===== src/rtl/timer_counter_if.sv =====
// Register bus between the system bridge and the timer: byte address, write
// strobe, write data and combinational read data.
interface timer_counter_if;
  logic [31:0] addr;
  logic        we;
  logic [31:0] din;
  logic [31:0] dout;

  modport master (
    output addr,
    output we,
    output din,
    input  dout
  );

  modport slave (
    input  addr,
    input  we,
    input  din,
    output dout
  );
endinterface


===== src/rtl/timer_counter.sv =====
// Memory-mapped down-counting timer with one-shot and auto-reload modes,
// driving a single CP0 hardware interrupt line.
module timer_counter #(
  parameter int         COUNT_W  = 32,
  parameter logic [3:0] CTRL_RST = 4'h0
) (
  input  logic                  clk,
  input  logic                  reset,
  timer_counter_if.slave        bus,
  output logic                  irq
);

  typedef enum logic [1:0] {
    ST_IDLE = 2'd0,
    ST_LOAD = 2'd1,
    ST_CNT  = 2'd2,
    ST_INT  = 2'd3
  } state_t;

  localparam logic [1:0]         SEL_CTRL   = 2'd0;
  localparam logic [1:0]         SEL_PRESET = 2'd1;
  localparam logic [1:0]         SEL_COUNT  = 2'd2;
  localparam logic [1:0]         MODE_RELOAD = 2'd1;
  localparam logic [COUNT_W-1:0] CNT_ZERO   = {COUNT_W{1'b0}};
  localparam logic [COUNT_W-1:0] CNT_ONE    = {{(COUNT_W-1){1'b0}}, 1'b1};

  state_t               state_q,    state_d;
  logic [3:0]           ctrl_q,     ctrl_d;
  logic [COUNT_W-1:0]   preset_q,   preset_d;
  logic [COUNT_W-1:0]   count_q,    count_d;
  logic                 irq_flag_q, irq_flag_d;

  logic        enable_s;
  logic [1:0]  mode_s;
  logic        int_mask_s;
  logic [1:0]  sel_s;
  logic        flag_set_s;
  logic        ack_write_s;
  logic [31:0] rdata_s;
  logic        unused_bus_s;

  assign enable_s   = ctrl_q[0];
  assign mode_s     = ctrl_q[2:1];
  assign int_mask_s = ctrl_q[3];
  assign sel_s      = bus.addr[3:2];

  assign unused_bus_s = ^{bus.addr[31:4], bus.addr[1:0], bus.din};

  // Any bus write to CTRL or PRESET acknowledges a pending interrupt.
  assign ack_write_s = bus.we && ((sel_s == SEL_CTRL) || (sel_s == SEL_PRESET));

  // Register state update with synchronous reset.
  always_ff @(posedge clk) begin
    if (reset) begin
      state_q    <= ST_IDLE;
      ctrl_q     <= CTRL_RST;
      preset_q   <= CNT_ZERO;
      count_q    <= CNT_ZERO;
      irq_flag_q <= 1'b0;
    end else begin
      state_q    <= state_d;
      ctrl_q     <= ctrl_d;
      preset_q   <= preset_d;
      count_q    <= count_d;
      irq_flag_q <= irq_flag_d;
    end
  end

  // Next-state: FSM first, then bus writes so a CTRL write overrides the
  // one-shot Enable clear, while a flag set still beats an acknowledge.
  always_comb begin
    state_d    = state_q;
    ctrl_d     = ctrl_q;
    preset_d   = preset_q;
    count_d    = count_q;
    irq_flag_d = irq_flag_q;
    flag_set_s = 1'b0;

    case (state_q)
      ST_IDLE: begin
        if (enable_s) begin
          state_d = ST_LOAD;
        end else begin
          state_d = ST_IDLE;
        end
      end
      ST_LOAD: begin
        count_d = preset_q;
        state_d = ST_CNT;
      end
      ST_CNT: begin
        if (!enable_s) begin
          state_d = ST_IDLE;
        end else if (count_q > CNT_ONE) begin
          count_d = count_q - CNT_ONE;
        end else begin
          count_d    = CNT_ZERO;
          irq_flag_d = 1'b1;
          flag_set_s = 1'b1;
          state_d    = ST_INT;
        end
      end
      ST_INT: begin
        if (mode_s == MODE_RELOAD) begin
          irq_flag_d = 1'b0;
        end else begin
          ctrl_d[0] = 1'b0;
        end
        state_d = ST_IDLE;
      end
      default: begin
        state_d = ST_IDLE;
      end
    endcase

    if (bus.we) begin
      case (sel_s)
        SEL_CTRL:   ctrl_d   = bus.din[3:0];
        SEL_PRESET: preset_d = bus.din[COUNT_W-1:0];
        default:    ctrl_d   = ctrl_d;
      endcase
    end else begin
      ctrl_d = ctrl_d;
    end

    if (ack_write_s && !flag_set_s) begin
      irq_flag_d = 1'b0;
    end else begin
      irq_flag_d = irq_flag_d;
    end
  end

  // Read mux; COUNT_W-wide registers are zero-extended to the bus width.
  always_comb begin
    rdata_s = 32'd0;
    case (sel_s)
      SEL_CTRL:   rdata_s[3:0]         = ctrl_q;
      SEL_PRESET: rdata_s[COUNT_W-1:0] = preset_q;
      SEL_COUNT:  rdata_s[COUNT_W-1:0] = count_q;
      default:    rdata_s              = 32'd0;
    endcase
  end

  assign bus.dout = rdata_s;
  assign irq      = irq_flag_q & int_mask_s;

endmodule


===== src/flat_wrapper.sv =====
// flat-port wrapper written by rule: the top's interface ports become plain ports
module timer_counter_flat 
#(
  parameter int         COUNT_W  = 32,
  parameter logic [3:0] CTRL_RST = 4'h0
)
  (clk, reset, irq, bus_addr, bus_we, bus_din, bus_dout);
  timer_counter_if bus_i ();
  input  logic clk;
  input  logic reset;
  output logic irq;
  input wire logic [$bits(bus_i.addr)-1:0] bus_addr;
  input wire logic [$bits(bus_i.we)-1:0] bus_we;
  input wire logic [$bits(bus_i.din)-1:0] bus_din;
  output wire logic [$bits(bus_i.dout)-1:0] bus_dout;
  assign bus_i.addr = bus_addr;
  assign bus_i.we = bus_we;
  assign bus_i.din = bus_din;
  assign bus_dout = bus_i.dout;
  timer_counter #(.COUNT_W(COUNT_W), .CTRL_RST(CTRL_RST)) u_core (.clk(clk), .reset(reset), .bus(bus_i), .irq(irq));
endmodule

===== config.mk =====
export PLATFORM = sky130hd
export DESIGN_NAME = timer_counter_flat
export DESIGN_NICKNAME = d
export VERILOG_FILES = /design/src/rtl/timer_counter_if.sv /design/src/rtl/timer_counter.sv /design/src/flat_wrapper.sv
export SDC_FILE = /design/constraint.sdc
export NUM_CORES = 1
export LEC_CHECK = 0
export BUFFER_PORTS_ARGS = -buffer_cell sky130_fd_sc_hd__buf_2
export CORE_ASPECT_RATIO = 1.25
export CORE_UTILIZATION = 35
export DETAILED_ROUTE_END_ITERATION = 16
export PLACE_DENSITY = 0.59
export SLEW_MARGIN = 20
export SYNTH_ARGS = -nofsm -noshare
export SYNTH_HDL_FRONTEND = slang
export SYNTH_SLANG_ARGS = --single-unit

===== constraint.sdc =====
create_clock -name clk -period 3.7 [get_ports clk]
set_clock_uncertainty 0.2 [all_clocks]
set_input_delay 0.37 -clock clk [delete_from_list [all_inputs] [get_ports clk]]
set_output_delay 0.37 -clock clk [all_outputs]
set_load 0.01 [all_outputs]

* Word level (Yosys, flattened, before mapping)
Index checks and enable logic that the tools add are counted.
** Storage, ports and cells
- Bits in registers :: 71
- Bits of input ports :: 67
- Output and inout port bits :: 33
- Logic and storage cells :: 52
** Operators by class
- Add/subtract/negate cells :: 1
- Order comparisons :: 1
- Equality and inequality tests :: 10
- Mux-type cells :: 20
- Bitwise operators :: 1
- Reduce and logical (&&, ||, !) cells :: 13
** Operator list (count)
- $mux 32 :: 2
- $pmux 32 s2 :: 1
- $pmux 28 s2 :: 1
- $gt 32x1->1 const B :: 1
- $sub 32x1->32 const B :: 1
- $pmux 4 s3 :: 1
- $mux 1 :: 11
- $pmux 2 s4 :: 1
- $eq 2x1->1 const B :: 3
- $eq 2x2->1 const B :: 3
- $reduce_and 2->1 :: 3
- $logic_not 2->1 :: 2
- $mux 2 :: 2
- $ne 2x1->1 const B :: 2
- $reduce_and 4->1 :: 1
- $reduce_bool 2->1 :: 2
- $ne 3x3->1 const B :: 1
- $logic_and 1x1->1 :: 2
- $ne 2x2->1 const B :: 1
- $pmux 1 s2 :: 1
- $reduce_or 2->1 :: 1
- $and 1x1->1 :: 1
- $logic_not 1->1 :: 1
- $logic_or 1x1->1 :: 1

* Longest topological paths before layout
Gate-level depths: netlist of the first run.
- Depth in word-level cells :: 7
- Mapped depth :: 10
- Gate-level depth less buffers :: 7

* Worst setup path after synthesis of the first run
No wires, ideal clock.
- Kind :: register to register
- Start :: register u_core.count_q[16]
- End :: register u_core.count_q[25]
- Data arrival time :: 2.305 ns
- Data required time :: 3.366 ns
- Path slack :: 1.061 ns
- Stages on the path, launching flop included :: 11
- Path buffers :: 5
- Period minus slack after synthesis :: 2.639 ns
- Path through :: dfxtp_1 > buf_6 > or3_1 > buf_2 > or3_1 > buf_2 > or4_4 > buf_6 > buf_2 > nand3_1 > a211oi_1
** Between the ends
- Word-level cells in the longest chain between the ends :: 4
** RTL lines
- start: declaration :: line timer_counter.sv:30 : logic [COUNT_W-1:0] count_q, count_d;
- start signal: assignment :: line timer_counter.sv:64 : count_q <= count_d;
- $sub 32x1->32 or $gt 32x1->1 (tied branches) :: line timer_counter.sv:95, timer_counter.sv:94
- $mux 32 * :: line timer_counter.sv:94 : end else if (count_q > CNT_ONE) begin
- $mux 32 * :: line timer_counter.sv:92 : if (!enable_s) begin
- $pmux 32 s2 * :: line timer_counter.sv:79 : case (state_q)
Every way passes the cells marked *; elsewhere a longest branch is shown, timed or not. The select of a mux whose other input is x is not followed.
A chain may end at the register's enable or synchronous reset.

* Final worst setup path of the first run
- Start :: register u_core.count_q[18]
- End :: register u_core.count_q[16]
** Between the ends
- Word-level cells in the longest chain between the ends :: 4
** RTL lines (line)
- $gt 32x1->1 :: timer_counter.sv:94
- $mux 32 :: timer_counter.sv:94
- $mux 32 :: timer_counter.sv:92
- $pmux 32 s2 :: timer_counter.sv:79
Every way passes these cells. The select of a mux whose other input is x is not followed.

==> implementation parameters, run 1 <==
Parameter                              Value

Detailed routing
  First-iteration detailed-routing DRC count    467
  Total Routed Length    13,400 um
  Number of nets still failing antenna checks after routing    0
  First-pass iteration count of the detailed router    5
  Routed len/inst    17.1 um
  DR vias    4,514
  Remaining routing DRC violations    0
  Vias per cell    5.77

Run
  Maximum capacitance violations    0

Clock network
  Number of sinks on the clock net    71
  Setup Fix Bufs, Post-CTS    0
  Buffer cell driving the clock tree root    clkbuf_16
  Clock insertion delay at the later pin of the skew report    0.34 ns
  CTS clock-pin slew for the worst setup and hold paths    0.06 ns
  TritonCTS Buffers    9
  Clk buf depth    2
  Number of gates given a new drive strength after cts    0
  # H-tree levels    3
  Clock tree from TritonCTS    yes
  Cts hold-fix bufs    0

Timing
  RSZ-0062 raised after global routing    no
  Final Cycle Share    0.790
  Final Max Tran Viols    0
  Transition time of the tightest slew-check pin    1.06 ns
  Worst setup slack after layout    0.776 ns
  Maximum clock rate    0.342 GHz
  Crit path time final    2.92 ns
  Tightest slew margin relative to the limit    0.292
  Number of failing hold endpoints at the final stage    0
  Post-Route Setup TNS    0 ns
  Finish-stage setup viols    0

Finish
  Net total in the final layout    689
  Fraction of final layout cells with drive strength greater than 1    0.164
  Diodes inserted    0
  Synthesis-to-finish area growth    16.8%
  Final standard cell count with taps included and fillers excluded    782
  End-of-flow core utilization    0.420

Synth
  Number of synthesized flops with an enable pin    0
  Average footprint of a synthesized cell    7.23 um2
  Portion of the post-synthesis area used by sequential elements    0.340
  Seq cells post-synth    71
  Share of Yosys cell area claimed by the top area cell type    0.340
  Cell type with the largest total area after synthesis    dfxtp_1
  Synth cell types    42
  Number of instances in the synthesized netlist    578
  Cell Area, Synth    0.00418 mm2
  Synth Warn #    0
  Post-Syn Nets    651
  Share of synthesized flip-flops with an asynchronous set or reset    0
  Area contributors post-synth    dfxtp_1 (34%), nand2_1 (9.0%), a21oi_1 (8.1%), a22oi_1 (5.0%), nand3_1 (4.9%)
  Primary FF master, synth    dfxtp_1

Worst setup path
  Capturing instance or port of the critical path    u_core.count_q[16]
  Worst Path Required    3.67 ns
  Worst reg2reg setup slack    0.78 ns
  WP data arrival    2.89 ns
  Maximum net fanout on the critical path    34
  Worst r2r path cells    5
  Critical setup path kind    flop to flop
  Nature of the critical path endpoint    flop
  Worst setup SP type    flop
  Reg2Reg Launch Point    u_core.count_q[18]
  Critical Path Source    u_core.count_q[18]
  Worst flop-to-flop path endpoint    u_core.count_q[16]

Floorplan
  Floorplan die width    99.7 um
  Starting Density    0.360
  Die Span Y    124 um
  I/O pin count    100
  Total Die Area    0.0124 mm2
  Number of cell rows    44
  Core region area    0.0116 mm2

Global routing
  Maximum number of pins on one net before global-route repair    52
  Total grt overflow    0
  Vias in the first global route    4,175
  Global-route wire length before repair    21,400 um
  Overall global routing resource usage    0.222
  Initial antenna violation count    0

Power and ir drop
  Power per cell area    411 mW/mm2
  Largest voltage drop on the vdd net    0.000245 V
  Total leakage power    0.00178 uW

Placed design
  Port Buffer Count    69
  Placed insts    766
  Worst Setup Slack post-DPL    0.825 ns
  Final HPWL DP    8880 um
  Routability congestion estimate from global placement    0.843

Hold path
  Hold/Removal Path Class    input port to flop

Status
  Outcome    finished, final reports clean
## cell usage after synthesis (2+ instances only)
cell type / count
o31ai_1: 9
o21ai_0: 37
buf_2: 5
nor2b_1: 31
o211ai_1: 5
nand2_1: 100
a22oi_1: 28
nand3b_1: 2
nand3_1: 41
nand4b_1: 3
nor3_1: 8
dfxtp_1: 71
nor4_1: 8
a21oi_1: 68
or3_1: 10
o31a_1: 2
buf_6: 3
clkbuf_1: 44
or2_2: 2
and2_1: 3
nor2_1: 21
nand4_1: 10
a222oi_1: 4
a211oi_1: 27
a31oi_1: 2
inv_1: 8
ha_1: 6
or4_1: 5
nor4_2: 2
## metal layers
layer  part of all wire  vias up  track usage
li1                   -     2187            -
met1               0.46     2139        0.301
met2               0.47      166        0.345
met3              0.058       22       0.0460
met4              0.019        0       0.0836
met5                  0        -            0
## flip-flops by register name, indices dropped and copies added (netlist names)
register,cells
u_core.preset_q,32
u_core.count_q,32
u_core.state_q,2
u_core.irq_flag_q,1
u_core.ctrl_q,4
## layout make-up
type | count | area (um2)
clock buffers | 11 | 243
clock inverters | 5 | 57.6
fillers | 1196 | 6740
inverters | 8 | 30.0
multi-input cells | 447 | 2510
flip-flops and latches | 71 | 1420
well taps | 161 | 201
repair buffers | 79 | 420
## through the flow
| stage | power [uW] | hold WS (ns) | instance area, um2 |
|---|---|---|---|
| finish | 2010 | 0.0670 | 4880 |
| floorplan | 1050 | 0.244 | 4180 |
| CTS | 2010 | 0.0564 | 4880 |
| global placement | 1130 | 0.255 | 4580 |
| global route | 2090 | 0.0679 | 4880 |
| detailed placement | 1130 | 0.263 | 4580 |
## placed cells by master, fill, tap and decap left out, types with 2 or more instances in the layout
cell type,n
a21oi_1,68
inv_1,8
nor4_1,8
a22oi_1,28
o21ai_0,37
nand2_1,99
nand3b_1,2
ha_1,6
nor2_1,21
or4_1,5
nor4_2,2
nor3_1,8
nor2b_1,30
o31ai_1,9
clkinv_4,2
and2_1,3
buf_2,69
a211oi_1,27
dfxtp_1,71
nand3_1,41
buf_4,10
or3_1,10
clkinv_2,2
o211ai_1,5
a31oi_1,2
o31a_1,2
a222oi_1,4
nand4b_1,3
clkbuf_16,9
nand4_1,10
or2_2,2
## worst min path at each step
stage	start	endpoint	slack, ns	cells after the start
final	bus_din[19]	u_core.preset_q[19]	0.07	3
after global routing	bus_din[19]	u_core.preset_q[19]	0.07	3
after CTS	bus_din[26]	u_core.preset_q[26]	0.06	3
after detailed placement	u_core.ctrl_q[1]	u_core.ctrl_q[1]	0.26	2
after global placement	u_core.ctrl_q[1]	u_core.ctrl_q[1]	0.25	2
after floorplan	u_core.ctrl_q[3]	u_core.ctrl_q[3]	0.24	2
## power breakdown
group          internal (uW)  switching [uW]  leakage, uW
registers                786            26.7     0.000575
logic                    101             210      0.00106
clock network            540             342     0.000149
## worst max-delay path, cell delays in order, from the launching register on
cell      delay, ns
dfxtp_1        0.37
or3_1          0.50
or3_1          0.55
or4_4          0.80
o311ai_0       0.20
a211oi_1       0.12
## logic make-up (layout without fill, tap and decap cells)
group	after synthesis	count (layout)	share of synthesized area
buf+inv	60	103	0.0608
flops	71	71	0.340
simple gates	251	251	0.298
xor+xnor	1	1	0.00210
fa+ha+maj	6	6	0.0180
compound gates	189	189	0.281
Note: power is estimated with default switching activity, not from simulation.
==> run 2: changes to the inputs <==
Settings changed: ABC_AREA set to 1, PLACE_DENSITY 0.59 to 0.61.
Clock period 3.7 ns to 2.4 ns, I/O delays scaled along.
==> run 2 against run 1 <==
  * Critical path depth increased by 6
  * Maximum frequency grew 50%
  * Cell count grew 21%
  * Setup slack worse by 0.33 ns
  * Via count rose by 5.4%
  * Wire length shrank 3.1%
  * Clock power increased by 52%
  * Synthesized cell count increased by 19%
  * Final area is 9.6% higher
  * Die area is 1.1% higher
  * Combinational power increased to 2.6 times the previous value
  * Critical path type unchanged
  * Largest cell class unchanged
  * Largest power group unchanged
==> implementation parameters, run 2 <==
Parameter                              Value

Timing
  Post-Route Setup TNS    0 ns (unchanged)
  Crit path time final    1.95 ns (was 2.92 ns)
  Transition time of the tightest slew-check pin    0.567 ns (was 1.06 ns)
  Final Max Tran Viols    0 (unchanged)
  Worst hold-check slack    0.00198 ns (was 0.0670 ns)
  Number of failing hold endpoints at the final stage    0 (unchanged)
  Finish-stage setup viols    0 (unchanged)
  RSZ-0062 raised after global routing    no (unchanged)
  Tightest slew margin relative to the limit    0.621 (was 0.292)
  Final Cycle Share    0.814 (was 0.790)
  Maximum clock rate    0.512 GHz (was 0.342 GHz)

Global routing
  Maximum number of pins on one net before global-route repair    38 (was 52)
  Vias in the first global route    4,405 (was 4,175)
  Overall global routing resource usage    0.214 (was 0.222)
  Global-route wire length before repair    21,300 um (was 21,400 um)
  Total grt overflow    0 (unchanged)
  Initial antenna violation count    0 (unchanged)

Floorplan
  Die Span Y    125 um (was 124 um)
  Total Die Area    0.0125 mm2 (was 0.0124 mm2)
  I/O pin count    100 (unchanged)
  Core region area    0.0117 mm2 (was 0.0116 mm2)
  Number of cell rows    44 (unchanged)
  Floorplan die width    100 um (was 99.7 um)
  Starting Density    0.362 (was 0.360)

Detailed routing
  Routed len/inst    13.7 um (was 17.1 um)
  First-iteration detailed-routing DRC count    373 (was 467)
  First-pass iteration count of the detailed router    5 (unchanged)
  Remaining routing DRC violations    0 (unchanged)
  Number of nets still failing antenna checks after routing    0 (unchanged)
  DR vias    4,756 (was 4,514)
  Total Routed Length    13,000 um (was 13,400 um)
  Vias per cell    5.04 (was 5.77)

Worst setup path
  Maximum net fanout on the critical path    6 (was 34)
  Worst path bufs/invs    1 (was 0)
  Library cell appearing most often on the critical path    nor2_1 (was or3_1)
  WP depth    11 (was 5)
  Worst r2r path cells    11 (was 5)
  Reg2Reg Launch Point    u_core.count_q[0] (was u_core.count_q[18])
  Critical Path Source    u_core.count_q[0] (was u_core.count_q[18])
  Worst path slowest cell    dfxtp_1 (was or4_4)
  Worst flop-to-flop path endpoint    u_core.count_q[25] (was u_core.count_q[16])
  Maximum single-stage delay on the critical path    0.34 ns (was 0.80 ns)
  Cell breakdown of the critical path    inv_1 -> ha_1 -> nand2_2 -> nor2_4 -> nand2_4 -> nand2_4 -> nand2_1 -> nand2_2 -> nor2_1 -> nor2_1 -> nor2_1 (was or3_1 -> or3_1 -> or4_4 -> o311ai_0 -> a211oi_1)
  Critical setup path kind    flop to flop (unchanged)
  Worst setup SP type    flop (unchanged)
  Nature of the critical path endpoint    flop (unchanged)
  Worst reg2reg setup slack    0.45 ns (was 0.78 ns)
  Capturing instance or port of the critical path    u_core.count_q[25] (was u_core.count_q[16])
  Family with the most delay on the worst path    simple AND/OR/NAND/NOR gates (unchanged)
  Worst Path Required    2.43 ns (was 3.67 ns)
  WP data arrival    1.98 ns (was 2.89 ns)

Synth
  Number of instances in the synthesized netlist    686 (was 578)
  Synth Warn #    0 (unchanged)
  Post-Syn Nets    759 (was 651)
  Area contributors post-synth    dfxtp_1 (34%), nand2_1 (16%), o21ai_0 (12%), nor2_1 (11%), a21oi_1 (7.5%) (was dfxtp_1 (34%), nand2_1 (9.0%), a21oi_1 (8.1%), a22oi_1 (5.0%), nand3_1 (4.9%))
  Number of synthesized flops with an enable pin    0 (unchanged)
  Share of Yosys cell area claimed by the top area cell type    0.337 (was 0.340)
  Seq cells post-synth    71 (unchanged)
  Synth cell types    28 (was 42)
  Post-synthesis compound-gate area fraction    0.209 (was 0.281)
  Proportion of synthesized area in mux cells    0 (unchanged)
  Portion of the post-synthesis area used by sequential elements    0.337 (was 0.340)
  Share of synthesized flip-flops with an asynchronous set or reset    0 (unchanged)
  Cell Area, Synth    0.00422 mm2 (was 0.00418 mm2)
  Cell types with the highest counts after synthesis    nand2_1 (176), nor2_1 (128), o21ai_0 (104) (was nand2_1 (100), dfxtp_1 (71), a21oi_1 (68))
  Dominant combinational cell family by area after synthesis    simple AND/OR/NAND/NOR gates (unchanged)
  Simple-gate share of the synthesized area    0.330 (was 0.298)
  Xor-xnor portion of the synthesized cell area    0.0311 (was 0.00210)
  Library cell with the highest instance count after synthesis    nand2_1 (unchanged)
  Primary FF master, synth    dfxtp_1 (unchanged)
  Post-Synth Adder-Cell Area    0.0178 (was 0.0180)
  Cell type with the largest total area after synthesis    dfxtp_1 (unchanged)
  Average footprint of a synthesized cell    6.16 um2 (was 7.23 um2)

Finish
  Synthesis-to-finish area growth    26.7% (was 16.8%)
  Registers with the most flip-flops    u_core.count_q: 32 flops, u_core.preset_q: 32 flops, u_core.ctrl_q: 4 flops (unchanged)
  Commonest cells after routing, fill and taps aside    nand2_1 (176), nor2_1 (128), o21ai_0 (104), dfxtp_1 (71), buf_2 (69) (was nand2_1 (99), dfxtp_1 (71), buf_2 (69), a21oi_1 (68), nand3_1 (41))
  Diodes inserted    0 (unchanged)
  Fraction of final layout cells with drive strength greater than 1    0.145 (was 0.164)
  Net total in the final layout    850 (was 689)
  Most common library cell in the layout ignoring fill and taps    nand2_1 (unchanged)

Hold path
  Hold/Removal Path Class    input port to flop (unchanged)
  Startpoint of the worst hold path    bus_din[0] (was bus_din[19])

Clock network
  Setup Fix Bufs, Post-CTS    0 (unchanged)
  Clk buf depth    2 (unchanged)
  Number of sinks on the clock net    71 (unchanged)
  Cts hold-fix bufs    31 (was 0)
  Clock tree from TritonCTS    yes (unchanged)
  Buffer cell driving the clock tree root    clkbuf_16 (unchanged)
  CTS clock-pin slew for the worst setup and hold paths    0.06 ns (about the same)
  TritonCTS Buffers    9 (unchanged)
  # H-tree levels    3 (unchanged)
  Number of gates given a new drive strength after cts    0 (unchanged)
  Clock insertion delay at the later pin of the skew report    0.33 ns (was 0.34 ns)

Power and ir drop
  Power per cell area    646 mW/mm2 (was 411 mW/mm2)
  Total leakage power    0.00241 uW (was 0.00178 uW)
  Largest voltage drop on the vdd net    0.000368 V (was 0.000245 V)

Status
  Outcome    finished, final reports clean (unchanged)

Placed design
  Routability congestion estimate from global placement    0.927 (was 0.843)
  Final HPWL DP    9040 um (was 8880 um)
  Port Buffer Count    69 (unchanged)

Run
  Maximum capacitance violations    0 (unchanged)
==> run 2: changes by cell type after synthesis, sizes merged, moves of 31 or more <==
cell and change:
nor2 +113, nand2 +81, o21ai +68, inv +37
nor2b -31
==> run 2: cell type report <==
class	count	area, um2
fillers	1284	6320
multi-input cells	535	2480
flip-flops and latches	71	1420
repair buffers	114	773
clock buffers	9	225
well taps	161	201
inverters	46	173
clock inverters	7	72.6
==> run 2: per-layer routing <==
metal  track usage  share of wire  up-vias  wire length [um]
met5             0              0        -                 0
met4        0.0895          0.026        0               337
met2         0.344           0.47      170              6120
li1              -              -     2388                 -
met1         0.281           0.45     2174              5800
met3        0.0325          0.053       24               692
==> run 2: how the worst min path moves through the flow <==
stage	endpoint	slack, ns	cells after the start
2_1_floorplan	u_core.irq_flag_q	0.11	1
3_5_place_dp	u_core.state_q[1]	0.24	2
4_1_cts	u_core.preset_q[0]	0.001	3
3_3_place_gp	u_core.state_q[1]	0.24	2
6_report	u_core.preset_q[0]	0.002	3
5_1_grt	u_core.preset_q[26]	0.01	3
==> run 2: cells by family (layout without fill, tap and decap cells) <==
kind of cell               after synthesis  after routing
xor gates and xnor gates                15             15
DFF                                     71             71
buffers and inverters                   80            176
adders and majority gates                6              6
and+or+nand+nor                        342            342
AOI/OAI and AO/OA                      172            172
==> run 2: where the power goes <==
part,total [uW],internal (uW),switching (uW),leakage [uW]
sequential,1300,1230,63.5,0.000578
clock,1340,806,532,0.000142
combinational,820,309,510,0.00169
total,3450,2350,1110,0.00241
==> run 2: metrics by stage <==
stage | std cells | cell area, um2 | power (uW) | utilization | worst slack, ns
2_1_floorplan | 686 | 4220 | 1880 | - | 0.640
3_3_place_gp | 896 | 4740 | 2080 | 0.406 | 0.492
3_5_place_dp | 896 | 4740 | 2090 | 0.406 | 0.465
4_1_cts | 943 | 5350 | 3470 | 0.459 | 0.442
5_1_grt | 943 | 5350 | 3650 | 0.459 | 0.253
6_report | 943 | 5350 | 3450 | 0.459 | 0.447
==> run 2: worst register-to-register path: stages, from the launching register on <==
cell,delay [ns]
dfxtp_1,0.34
inv_1,0.11
ha_1,0.21
nand2_2,0.11
nor2_4,0.22
nand2_4,0.10
nand2_4,0.10
nand2_1,0.13
nand2_2,0.14
nor2_1,0.07
nor2_1,0.09
nor2_1,0.04
